**config.mk**
```make
export PLATFORM = sky130hd
export DESIGN_NAME = sprite_rom_arbiter
export DESIGN_NICKNAME = d
export VERILOG_FILES = /design/src/rtl/sprite_rom_arbiter.sv
export SDC_FILE = /design/constraint.sdc
export NUM_CORES = 1
export LEC_CHECK = 0
export CAP_MARGIN = 10
export CORE_MARGIN = 4
export CORE_UTILIZATION = 45
export CTS_BUF_LIST = sky130_fd_sc_hd__clkbuf_4 sky130_fd_sc_hd__clkbuf_8
export DETAILED_ROUTE_END_ITERATION = 8
export GPL_ROUTABILITY_DRIVEN = 0
export GPL_TIMING_DRIVEN = 0
export PLACE_DENSITY = 0.85
export SKIP_CTS_REPAIR_TIMING = 1
export SYNTH_ARGS = -nofsm -noshare
export SYNTH_HDL_FRONTEND = slang
export SYNTH_SLANG_ARGS = --single-unit
```
**constraint.sdc**
```tcl
create_clock -name clk -period 3.16 [get_ports clk]
set_clock_uncertainty 0.15 [all_clocks]
set_input_delay 0.948 -clock clk [delete_from_list [all_inputs] [get_ports clk]]
set_output_delay 0.948 -clock clk [all_outputs]
set_load 0.1 [all_outputs]
```
**src/rtl/sprite_rom_arbiter.sv**
```systemverilog
// Round-robin share of one synchronous sprite ROM read port between the P1 and P2 fetch paths.
// A tag shift register steers each returned word to its requester; per-frame stall counters track starvation.
module sprite_rom_arbiter #(
   parameter int ADDR_W      = 15,
   parameter int DATA_W      = 24,
   parameter int ROM_LATENCY = 2,
   parameter int STALL_W     = 8
) (
   input  logic               clk,
   input  logic               reset,
   input  logic               frame_start,
   input  logic               p1_req,
   input  logic [ADDR_W-1:0]  p1_addr,
   output logic               p1_gnt,
   output logic               p1_rvalid,
   output logic [DATA_W-1:0]  p1_rdata,
   input  logic               p2_req,
   input  logic [ADDR_W-1:0]  p2_addr,
   output logic               p2_gnt,
   output logic               p2_rvalid,
   output logic [DATA_W-1:0]  p2_rdata,
   output logic               rom_rd,
   output logic [ADDR_W-1:0]  rom_addr,
   input  logic [DATA_W-1:0]  rom_rdata,
   output logic [STALL_W-1:0] p1_stalls,
   output logic [STALL_W-1:0] p2_stalls
);

   localparam int   TAG_DEPTH = ROM_LATENCY + 1;
   localparam logic PLAYER_P1 = 1'b0;
   localparam logic PLAYER_P2 = 1'b1;

   // Handshake: a read is accepted in exactly the cycle where req and gnt are both high.
   logic                 last_grant_q;
   logic                 gnt_p1;
   logic                 gnt_p2;
   logic                 any_gnt;

   logic                 rom_rd_q;
   logic [ADDR_W-1:0]    rom_addr_q;
   logic [ADDR_W-1:0]    rom_addr_d;

   logic [TAG_DEPTH-1:0] tag_vld_q;
   logic [TAG_DEPTH-1:0] tag_id_q;
   logic                 ret_vld;
   logic                 ret_id;

   logic                 p1_rvalid_q;
   logic                 p2_rvalid_q;
   logic [DATA_W-1:0]    p1_rdata_q;
   logic [DATA_W-1:0]    p2_rdata_q;

   logic [STALL_W-1:0]   p1_stalls_q;
   logic [STALL_W-1:0]   p1_stalls_d;
   logic [STALL_W-1:0]   p2_stalls_q;
   logic [STALL_W-1:0]   p2_stalls_d;

   // P1 wins a contended cycle only when P2 was the last player served.
   always_comb begin
      gnt_p1 = 1'b0;
      gnt_p2 = 1'b0;
      if (!reset) begin
         if (p1_req && (!p2_req || last_grant_q == PLAYER_P2)) begin
            gnt_p1 = 1'b1;
         end else if (p2_req) begin
            gnt_p2 = 1'b1;
         end
      end
   end

   assign any_gnt = gnt_p1 | gnt_p2;

   always_comb begin
      rom_addr_d = rom_addr_q;
      if (gnt_p1) begin
         rom_addr_d = p1_addr;
      end else if (gnt_p2) begin
         rom_addr_d = p2_addr;
      end
   end

   always_ff @(posedge clk) begin
      if (reset) begin
         last_grant_q <= PLAYER_P2;
         rom_rd_q     <= 1'b0;
         rom_addr_q   <= '0;
      end else begin
         if (any_gnt) begin
            last_grant_q <= gnt_p2;
         end
         rom_rd_q   <= any_gnt;
         rom_addr_q <= rom_addr_d;
      end
   end

   // Stage k holds the tag of the read issued k cycles ago; the last stage lines up with rom_rdata.
   always_ff @(posedge clk) begin
      if (reset) begin
         tag_vld_q <= '0;
         tag_id_q  <= '0;
      end else begin
         tag_vld_q <= {tag_vld_q[TAG_DEPTH-2:0], any_gnt};
         tag_id_q  <= {tag_id_q[TAG_DEPTH-2:0], gnt_p2};
      end
   end

   assign ret_vld = tag_vld_q[ROM_LATENCY];
   assign ret_id  = tag_id_q[ROM_LATENCY];

   always_ff @(posedge clk) begin
      if (reset) begin
         p1_rvalid_q <= 1'b0;
         p2_rvalid_q <= 1'b0;
         p1_rdata_q  <= '0;
         p2_rdata_q  <= '0;
      end else begin
         p1_rvalid_q <= ret_vld && (ret_id == PLAYER_P1);
         p2_rvalid_q <= ret_vld && (ret_id == PLAYER_P2);
         if (ret_vld && (ret_id == PLAYER_P1)) begin
            p1_rdata_q <= rom_rdata;
         end
         if (ret_vld && (ret_id == PLAYER_P2)) begin
            p2_rdata_q <= rom_rdata;
         end
      end
   end

   // frame_start beats a same-cycle increment; counters stick at all-ones.
   always_comb begin
      p1_stalls_d = p1_stalls_q;
      p2_stalls_d = p2_stalls_q;
      if (frame_start) begin
         p1_stalls_d = '0;
         p2_stalls_d = '0;
      end else begin
         if (p1_req && !gnt_p1 && (p1_stalls_q != {STALL_W{1'b1}})) begin
            p1_stalls_d = p1_stalls_q + STALL_W'(1);
         end
         if (p2_req && !gnt_p2 && (p2_stalls_q != {STALL_W{1'b1}})) begin
            p2_stalls_d = p2_stalls_q + STALL_W'(1);
         end
      end
   end

   always_ff @(posedge clk) begin
      if (reset) begin
         p1_stalls_q <= '0;
         p2_stalls_q <= '0;
      end else begin
         p1_stalls_q <= p1_stalls_d;
         p2_stalls_q <= p2_stalls_d;
      end
   end

   assign p1_gnt    = gnt_p1;
   assign p2_gnt    = gnt_p2;
   assign p1_rvalid = p1_rvalid_q;
   assign p2_rvalid = p2_rvalid_q;
   assign p1_rdata  = p1_rdata_q;
   assign p2_rdata  = p2_rdata_q;
   assign rom_rd    = rom_rd_q;
   assign rom_addr  = rom_addr_q;
   assign p1_stalls = p1_stalls_q;
   assign p2_stalls = p2_stalls_q;

endmodule

```
# --- After elaboration in Yosys (flattened, before gate mapping) ---
# Cells that the tools add are included.
word_totals:
  word_cells: 37
  ff_bits: 89
  mem_count: 0
  output_inout_bits: 84
  latchBits: 0
  rom_bits: 0
  ram_bits: 0
  inputBits: 59
classes:
  magnitude_cmp: 0
  multipliers: 0
  shifts: 0
  n_eq_ne: 2
  mux: 7
  bitwise_logic: 2
  add_sub_neg: 2
  div: 0
  reduce_logical: 13
ops:
  columns: ["cell", "count"]
  rows:
  - ["$mux W15", 2]
  - ["$add A8 B1 Y8 const B", 2]
  - ["$ne A8 B8 Y1 const B", 2]
  - ["$logic_and A1 B1 Y1", 7]
  - ["$mux W1", 5]
  - ["$logic_not A1 Y1", 3]
  - ["$reduce_bool A2 Y1", 1]
  - ["$reduce_or A2 Y1", 1]
  - ["$logic_or A1 B1 Y1", 1]
  - ["$not A1 Y1", 1]
  - ["$or A1 B1 Y1", 1]

# --- Logic depth before layout (Yosys ltp) ---
depth:
  word_depth: 8
  depth_mapped: 6

# --- Least setup slack after synthesis ---
# Ideal clock, no wire load.
synth_timing:
  kind: "input port to output port"
  startpoint: "input p1_req"
  endpoint: "output p1_gnt"
  cell_stages: 3
  t_arrival_ns: 1.940
  path_slack_ns: 0.122
  cell_sequence: "clkbuf_2 > nor3b_4 > buf_2"
synth_via:
  elab_chain_len: 3
synth_lines:
  columns: ["element", "line_no", "rtl"]
  rows:
  - ["start: declaration", "12", "input logic p1_req,"]
  - ["$logic_and A1 B1 Y1", "63", "if (p1_req && (!p2_req || last_grant_q == PLAYER_P2)) begin"]
  - ["$mux W1", "63", null]
  - ["$mux W1", "62", "if (!reset) begin"]
  - ["end: declaration", "14", "output logic p1_gnt,"]
# Every way passes these cells.

# --- Final worst setup path ---
layout_timing:
  startpoint: "input p1_req"
  endpoint: "output p2_gnt"
layout_via:
  elab_chain_len: 3
layout_lines:
  columns: ["element", "line_no", "rtl"]
  rows:
  - ["$logic_and A1 B1 Y1", "63", null]
  - ["$mux W1", "63", null]
  - ["$mux W1", "62", null]
  - ["end: declaration", "19", "output logic p2_gnt,"]
# Every way passes these cells.

==> results.md <==
- Status: completed
- Cells taking the most area after synthesis: dfxtp_1 53%, nand2_1 13%, a21oi_1 11%
- Crit path launch type: input port
- Total die area: 0.00876 mm^2
- Avg Inst Size Synth: about 8.4 um^2
- DR pass1 iterations: 4
- Die height: about 94 um
- Max cap viols: 0
- Vias per cell: around 5.2
- Syn nets: 454
- Required @ worst endpoint: ~2 ns
- Synth warn: 0
- Worst path arrival time: just under 2 ns
- Root Driver: clkbuf_8
- Routed wire length: a little under 10000 um
- Critical path endpoint category: output pin
- Post-synth cell types: 43
- Area leader, netlist: dfxtp_1
- Cell area after synthesis: ~0.0033 mm^2
- Total number of vias: 3392
- Vias in the first global route: 3411
- Final Cycle Share: 0.975
- Multi-input gate area: 0.00142 mm^2
- Global-route wire length before repair: ~16000 um
- Residual DRC: 0
- Core Box Area: between 0.006 and 0.007 mm^2
- Worst Max-Slew Pin Slew: around 1.0 ns
- Fmax: 325 MHz
- Leakage power: ~1.8 nW
- Synth Register Bits: 88
- # fillers: between 500 and 600
- Antenna violations before repair: 0
- Worst-path clk slew: 0.08 ns
- Largest net degree at the start of global routing: 17
- Hold Crit Class: reg2reg
- Peak VDD IR: between 0.2 and 0.25 mV
- Post-synth EDFFs: 0
- Total area of sequential cells: roughly 0.0018 mm^2
- Post-synth top cells: 114 x nand2_1, 88 x dfxtp_1, 71 x a21oi_1, 15 x a22oi_1, 15 x clkbuf_1
- Worst Path Max Fanout: 10
- # port buffers: around 140
- Post-DR wirelength/cell: around 15 um
- Most common cell in the netlist: nand2_1
- Sink Count: a little under 90
- Layout cells sized above 1: 0.0717
- Setup Viol. Count Final: 0
- # IOs: between 100 and 150
- CTS tree: done
- Register area share after synthesis: 0.534
- Asr flop ratio synth: 0
- Clock latency on the worst-skew pair: 0.35 ns
- Synth Instances: ~390
- Flop-to-flop setup slack: around 1.3 ns
- Max Root-Sink Buffers: 2
- Number of H-tree levels: 3
- Post-synth top area share: 0.534
- PwrDens: 464 mW/mm^2
- Util after Layout: 0.738
- HPWL Detailed: between 7000 and 8000 um
- Initial Util: 0.475
- Die width: 93.6 um
- Ant. Diodes: 0
- Fin nets: 614
- Grt ovf: 0
- Starting DRT DRC Count: 62
- Design Power: roughly 2.4 mW
- Primary FF master, synth: dfxtp_1
- Layout area overhead: 55.3%
- Post-layout min period: 3.08 ns
- RSZ-0062 raised after global routing: no
- GRT Total Usage: 0.221
- Slew margin rel.: 0.320
- ANT nets after route: 0
- Num CTS Buffers: 9
- Hold slack: 0.294 ns
- Endpoints failing hold: 0
- Worst setup path class: in2out
- Num rows: 30
- Slew Limit Fails: 0
-- per-stage QoR --
step                cells  area (um^2)  TNS, ns  setup slack [ns]
floorplan             393         3300        0             0.122
finish                654         5120        0            0.0802
global route          654         5120        0            0.0129
CTS                   646         5030    -3.03             -1.59
global placement      630         4830    -2.94             -1.54
detailed placement    630         4830    -3.00             -1.57
-- cells in the final DEF, fill, tap and decap left out, drive strengths merged, types with 3 or more instances in the layout --
master / instances
o21ai: 7
or4: 3
a22oi: 15
nand2: 114
nor2b: 5
a21oi: 71
nand3: 6
dfxtp: 88
o31ai: 3
nand4: 3
inv: 7
clkdlybuf4s50: 137
buf: 20
clkbuf: 27
nor2: 12
or3: 4
-- cell type report --
cell class	count	share of cell area
tap	96	0.0234
sequential	88	0.344
clock inverter	7	0.0154
buffer	26	0.0239
inverter	5	0.00366
timing repair buffer	149	0.289
multi-input combinational	274	0.276
clock buffer	9	0.0242
-- final timing paths --
kind,startpoint,end,cells past startpoint
worst max-delay path,p1_req,p2_gnt,5
worst max register to register,p2_stalls[0],p2_stalls[1],5
worst min-delay path,tag_id_q[0],tag_id_q[1],1
worst min register to register,tag_id_q[0],tag_id_q[1],1
-- sequential cells by signal, summed over array words and instances, names as in the netlist --
| register | count |
|---|---|
| last_grant_q | 1 |
| p1_rdata | 24 |
| p1_rvalid | 1 |
| p1_stalls | 8 |
| p2_rdata | 24 |
| p2_rvalid | 1 |
| p2_stalls | 8 |
| rom_addr | 15 |
| tag_id_q | 3 |
| tag_vld_q | 3 |
-- where the power goes --
part | internal (mW) | switching [mW] | leakage (nW)
Combinational | 0.148 | 0.289 | 0.963
Sequential | 1.14 | 0.0157 | 0.714
Clock | 0.373 | 0.414 | 0.0977
Total | 1.66 | 0.718 | 1.77
-- cells by family (layout without fill, tap and decap cells) --
group / count (synthesis) / after routing / share of synthesized area
AND/OR/NAND/NOR: 158 / 158 / 0.211
AO/OA/AOI/OAI: 110 / 110 / 0.198
flip-flops: 88 / 88 / 0.534
buffers and inverters: 31 / 196 / 0.0379
adder cells (fa/ha/maj): 2 / 2 / 0.00759
XOR/XNOR: 2 / 2 / 0.00531
multiplexers: 2 / 2 / 0.00607
-- worst max-delay path: stages --
cell	delay, ns
clkbuf_2	0.16
a21o_2	0.29
nor2_4	0.21
buf_6	0.18
buf_12	0.18
-- per-layer routing --
metal	track usage	vias to the layer above	share of wire
met5	0	-	0
met4	0.0782	0	0.014
met3	0.0555	15	0.083
met2	0.385	144	0.49
met1	0.261	1563	0.42
li1	-	1670	-
Note: power is estimated with default switching activity, not from simulation.
